**src/rtl/detect_ctrl.sv**
```systemverilog
// Sequencer for an external serial "1101" Moore detector: accepts a word, clears the detector,
// streams the word MSB-first, then reports match count, hit flag and first-match index.
module detect_ctrl #(
  parameter int unsigned WORD_BITS = 16,
  parameter int unsigned CNT_BITS  = $clog2(WORD_BITS + 1),
  parameter int unsigned IDX_BITS  = $clog2(WORD_BITS)
) (
  input  logic                 clk,
  input  logic                 rst,
  input  logic                 in_valid,
  output logic                 in_ready,
  input  logic [WORD_BITS-1:0] in_data,
  output logic                 det_n_rst,
  output logic                 det_i,
  input  logic                 det_o,
  output logic                 out_valid,
  input  logic                 out_ready,
  output logic [CNT_BITS-1:0]  out_count,
  output logic                 out_hit,
  output logic [IDX_BITS-1:0]  out_first
);

  typedef enum logic [2:0] {StIdle, StClear, StShift, StDrain, StReport} state_e;

  localparam logic [IDX_BITS-1:0] LastIdx = IDX_BITS'(WORD_BITS - 1);

  state_e               state_q;
  logic [WORD_BITS-1:0] shift_q;
  logic [IDX_BITS-1:0]  bit_cnt_q;
  logic [CNT_BITS-1:0]  count_q;
  logic                 hit_q;
  logic [IDX_BITS-1:0]  first_q;

  logic                 sample_en;
  logic [IDX_BITS-1:0]  sample_idx;

  // The detector output is registered, so a pulse seen now belongs to the previously sent bit.
  always_comb begin
    sample_en  = 1'b0;
    sample_idx = LastIdx;
    if (state_q == StShift && bit_cnt_q != '0) begin
      sample_en  = det_o;
      sample_idx = bit_cnt_q - IDX_BITS'(1);
    end else if (state_q == StDrain) begin
      sample_en = det_o;
    end
  end

  always_ff @(posedge clk) begin
    if (rst) begin
      state_q   <= StIdle;
      shift_q   <= '0;
      bit_cnt_q <= '0;
      count_q   <= '0;
      hit_q     <= 1'b0;
      first_q   <= '0;
    end else begin
      if (sample_en) begin
        if (count_q != '1) count_q <= count_q + CNT_BITS'(1);
        if (!hit_q) begin
          hit_q   <= 1'b1;
          first_q <= sample_idx;
        end
      end
      case (state_q)
        StIdle: begin
          if (in_valid) begin
            shift_q   <= in_data;
            bit_cnt_q <= '0;
            count_q   <= '0;
            hit_q     <= 1'b0;
            first_q   <= '0;
            state_q   <= StClear;
          end
        end
        StClear: state_q <= StShift;
        StShift: begin
          shift_q   <= {shift_q[WORD_BITS-2:0], 1'b0};
          bit_cnt_q <= bit_cnt_q + IDX_BITS'(1);
          if (bit_cnt_q == LastIdx) state_q <= StDrain;
        end
        StDrain: state_q <= StReport;
        StReport: begin
          if (out_ready) state_q <= StIdle;
        end
        default: state_q <= StIdle;
      endcase
    end
  end

  assign det_n_rst = !(rst || state_q == StClear);
  assign det_i     = (state_q == StShift) ? shift_q[WORD_BITS-1] : 1'b0;
  assign in_ready  = (state_q == StIdle);
  assign out_valid = (state_q == StReport);
  assign out_count = count_q;
  assign out_hit   = hit_q;
  assign out_first = first_q;

endmodule

```
**config.mk**
```make
export PLATFORM = sky130hd
export DESIGN_NAME = detect_ctrl
export DESIGN_NICKNAME = d
export VERILOG_FILES = /design/src/rtl/detect_ctrl.sv
export SDC_FILE = /design/constraint.sdc
export NUM_CORES = 1
export LEC_CHECK = 0
export ABC_AREA = 1
export CAP_MARGIN = 15
export CORE_MARGIN = 5
export CORE_UTILIZATION = 50
export DETAILED_ROUTE_END_ITERATION = 16
export GPL_TIMING_DRIVEN = 0
export PLACE_DENSITY = 0.8
export SYNTH_ARGS = -nofsm -noshare
export SYNTH_HDL_FRONTEND = slang
export SYNTH_SLANG_ARGS = --single-unit
```
**constraint.sdc**
```tcl
create_clock -name clk -period 3.4 [get_ports clk]
set_input_delay 1.02 -clock clk [delete_from_list [all_inputs] [get_ports clk]]
set_output_delay 1.02 -clock clk [all_outputs]
set_load 0.05 [all_outputs]
```
# Word level (Yosys, flattened, before mapping)
# Index checks and enable logic that the tools add are counted.
[totals] register_bits=33 input_bits=21 out_inout_bits=14 elab_cells=49
[classes] add_sub_neg=3 n_eq_ne=9 mux=23 reduce_logical=8
[op_table] operator="case mux 16 bit (2 select lines)" count=1
[op_table] operator="2-to-1 mux 4 bit" count=6
[op_table] operator="2-to-1 mux 5 bit" count=4
[op_table] operator="2-to-1 mux 16 bit" count=1
[op_table] operator="case mux 3 bit (5 select lines)" count=1
[op_table] operator="2-to-1 mux 3 bit" count=3
[op_table] operator="case mux 4 bit (2 select lines)" count=1
[op_table] operator="== test 3 x 2 -> 1 bit, second input constant" count=2
[op_table] operator="2-to-1 mux 1 bit" count=6
[op_table] operator="adder 5 x 1 -> 5 bit, second input constant" count=1
[op_table] operator="!= test 5 bit, second input constant" count=1
[op_table] operator="adder 4 x 1 -> 4 bit, second input constant" count=1
[op_table] operator="== test 4 bit, second input constant" count=1
[op_table] operator="!= test 2 x 1 -> 1 bit, second input constant" count=2
[op_table] operator="nonzero test 4 bit" count=1
[op_table] operator="subtractor 4 x 1 -> 4 bit, second input constant" count=1
[op_table] operator="== test 3 x 1 -> 1 bit, second input constant" count=1
[op_table] operator="== test 3 bit, second input constant" count=1
[op_table] operator="zero test 3 bit" count=1
[op_table] operator="AND reduction 3 bit" count=1
[op_table] operator="!= test 2 bit, second input constant" count=1
[op_table] operator="AND reduction 2 bit" count=1
[op_table] operator="nonzero test 2 bit" count=1
[op_table] operator="logical AND 1 bit" count=1
[op_table] operator="2 further kinds" count=2

# Depth between registers and ports, before layout
[logic_depth] ltp_word=7 ltp_mapped=9 ltp_nobuf=9

# Least setup slack after synthesis
# No wires, ideal clock.
[synth_path] path_kind="register -> output" from="register state_q[1]" to="output port out_valid" arrival_time_ps=1489 required_time_ps=2380 path_slack_ps=891 stages_incl_launch_ff=2 path_buffers=0 path_cell_list="dfxtp_1 nor3_1"
[synth_via] elab_chain_len=1
[synth_lines] element="start: declaration" line_no="27" rtl="state_e state_q;"
[synth_lines] element="start signal: assignment" line_no="51" rtl="state_q <= StIdle;"
[synth_lines] element="start signal: assignment" line_no="73" rtl="state_q <= StClear;"
[synth_lines] element="start signal: assignment" line_no="76" rtl="StClear: state_q <= StShift;"
[synth_lines] element="== test 3 bit" line_no="94" rtl="assign out_valid = (state_q == StReport);"
[synth_lines] element="end: declaration" line_no="16" rtl="output logic out_valid,"
# Every way passes these cells.

# Worst setup path in the final report
[layout_path] from="input port rst" to="output port det_n_rst"
[layout_via] elab_chain_len=2
[layout_lines] element="start: declaration" line_no="9" rtl="input logic rst,"
[layout_lines] element="logical OR 1 bit" line_no="91" rtl="assign det_n_rst = !(rst || state_q == StClear);"
[layout_lines] element="zero test 1 bit" line_no="91"
[layout_lines] element="end: declaration" line_no="13" rtl="output logic det_n_rst,"
# Every way passes these cells.

==> key figures <==
Route
  – Routed Antenna Nets: 0
  – Vias: 1471
  – Final WL: between 3 and 4 mm
  – Vias per inst: about 4.8
  – 1st-pass router iterations: 4
  – Residual DRC count: 0
  – Post-DR wirelength/cell: about 10 microns
  – DRT iter0 DRCs: 108

Critical path
  – CP Launch Type: input port
  – Crit. End Element: output pin
  – CP Class: in -> out
  – Critical Path AT: 2.23 ns
  – Peak fanout along the critical path: 5
  – Worst EP required: 2.38 ns

Synth
  – Flops & latches, synth: 33
  – Netlist cell types: 23
  – Synth top area share: roughly 41%
  – Net Count, Synth: about 250
  – Synthesized instance count: ~220
  – Ranking of synthesized cells by area: dfxtp_1 (41%), nand2_1 (18%), a31oi_1 (5.5%)
  – Number of synthesized flops with an enable pin: 0
  – Most frequent cell after synthesis: nand2_1
  – Syn_area_per_cell: 7.218 sq um
  – Ys Warns: 0
  – Yosys top cell by area: dfxtp_1
  – Sequential area share after synthesis: between 40% and 50%
  – Ys async rst share: 0%
  – Primary FF master, synth: dfxtp_1
  – Post-Syn Area: 1595 sq um
  – Post-synth top cells: nand2_1 (78), dfxtp_1 (33), nor2_1 (23)

Placement
  – Post-DP HPWL: between 2 and 2.5 mm
  – PortBufs: 34
  – GP Congestion: roughly 0.77
  – Cells after DPL: 299

Die
  – Chip height: about 66 microns
  – DIE WIDTH: 66.49 microns
  – Boundary pin count: 35
  – Initial core utilization: a little over half
  – Core ar.: approximately 3100 sq um
  – Die area: between 4000 and 5000 sq um
  – Cell Rows: 20

Clocking
  – CTS sink count: 33
  – CTS HTree Levels: 2
  – Clk slew on worst S/H paths: about 0.10 ns
  – Worst-Skew Late Latency: roughly 0.34 ns
  – Post-CTS setup buffer count: 0
  – Clk root buf: clkbuf_4
  – Clock buffer depth: 2
  – CTS Buf Count: 5
  – TritonCTS clock tree: yes

Layout
  – Nets: between 200 and 300
  – Antenna Cells: 0
  – Final Util: between 60% and 70%
  – Proportion of layout cells with a drive suffix above 1: under 10%
  – Finished Layout Cells: ~310
  – Area Overhead vs Synth: 28.16%
  – Final-layout fill cell count: 288

Timing
  – Final Hold Vio Count: 0
  – RSZ-0062 raised after global routing: false
  – Final setup viols: 0
  – Min Tclk post-route: about 3.2 ns
  – Tcrit/Tclk final: between 90% and 100%
  – Hold WS: between 0.4 and 0.5 ns
  – Worst Tran Pin Value: between 0.4 and 0.5 ns
  – Clock skew: between 0.01 and 0.015 ns
  – Max Freq: roughly 300 MHz
  – Max-slew headroom: between 60% and 70%
  – Max-slew violations: 0

GRT
  – Vias in the first global route: 1289
  – Global-route wire length before repair: between 5 and 6 mm
  – Total gr overflow: 0
  – Initial antenna violation count: 0
  – All-Layer GR Usage: about 16%
  – Maximum number of pins on one net before global-route repair: 11

Power
  – Switching share of power: ~30%
  – Power Total: between 0.8 and 0.9 mW
  – P_leak: between 0.8 and 0.9 nW
  – Peak supply drop: just under 300 uV
  – Net Switching: approximately 0.26 mW
  – PD cells: roughly 410 nW/um^2
  – P_int: between 0.5 and 0.6 mW
  – Comb pwr share: a little under a quarter
  – Seq pwr share: between 50% and 60%
  – Clk pwr share: between 20% and 30%

Status
  – Outcome: finished clean

Flow run
  – Number of max-cap violations: 0

Worst hold path
  – Hold Path Class: reg -> reg
repair_timing:
| action | CTS | global route |
|---|---|---|
| hold buffers | 0 | 0 |
| setup endpoints to repair | 1 | 0 |
| resized for setup | 1 | 0 |
per-stage QoR:
stage                     worst slack, ns  setup TNS (ns)  area [sq um]
final                              0.1512               0          2044
after global routing              0.06263               0          2044
after CTS                          0.1405               0          2044
after detailed placement          -0.1384         -0.1384          1991
after global placement            -0.1347         -0.1347          1991
after floorplan                    0.8910               0          1595
cell usage in the layout, fill, tap and decap left out, types with 3 or more instances in the layout:
cell,count
ha_1,3
o21ai_0,4
a31oi_1,14
inv_1,22
inv_2,4
clkbuf_1,3
nand4_1,3
a21oi_1,10
dfxtp_1,33
nand3_1,7
nor2_1,23
buf_6,4
nand2_1,78
clkdlybuf4s50_1,33
clkbuf_4,5
state kept, by name, summed over array words and instances, names as in the netlist:
register,count
shift_q,16
out_count,5
bit_cnt_q,4
out_first,4
state_q,3
out_hit,1
layer usage:
metal  vias up  share of wire [%]  global-route usage (%)  wire [microns]
met5         -                  0                       0               0
li1        787                  -                       -               -
met2        39                 45                   25.15            1422
met4         0                2.8                   9.391              89
met3         8                4.9                   3.035             155
met1       637                 47                   19.77            1491
logic make-up after synthesis:
family | Yosys count | share of synthesized area [%]
xor gates and xnor gates | 2 | 1.098
DFF | 33 | 41.41
buffers and inverters | 32 | 9.412
and+or+nand+nor | 120 | 34.04
adders and majority gates | 3 | 2.353
AOI/OAI and AO/OA | 31 | 11.69
area by class of cell:
class / count / area, sq um / share of cell area, %
flip-flops and latches: 33 / 660.6 / 32.31
repair buffers: 34 / 339.1 / 16.59
well taps: 44 / 55.05 / 2.693
multi-input cells: 156 / 784.5 / 38.37
inverters: 26 / 97.59 / 4.774
clock buffers: 7 / 55.05 / 2.693
plain buffers: 6 / 52.55 / 2.570
critical path, stage by stage:
cell and delay (ns):
clkdlybuf4s50_1 0.44, inv_1 0.14, nand2_1 0.07, inv_1 0.04, dlygate4sd2_1 0.51
worst paths after layout:
check,slack [ns],startpoint,endpoint,depth (start not counted)
max,0.15,rst,det_n_rst,5
min,0.45,out_first[1]$_SDFF_PP0_,out_first[1]$_SDFF_PP0_,2
max reg2reg,1.99,bit_cnt_q[0]$_SDFFE_PP0P_,out_count[2]$_SDFF_PP0_,9
min reg2reg,0.45,out_first[1]$_SDFF_PP0_,out_first[1]$_SDFF_PP0_,2
power groups by stage:
stage / combinational [mW] / sequential, mW / clock [mW]
after floorplan: 0.129 / 0.440 / 0
after global placement: 0.193 / 0.436 / 0
after detailed placement: 0.195 / 0.436 / 0
after CTS: 0.194 / 0.427 / 0.231
after global routing: 0.214 / 0.430 / 0.250
final: 0.193 / 0.427 / 0.226
Note: power is estimated with default switching activity, not from simulation.
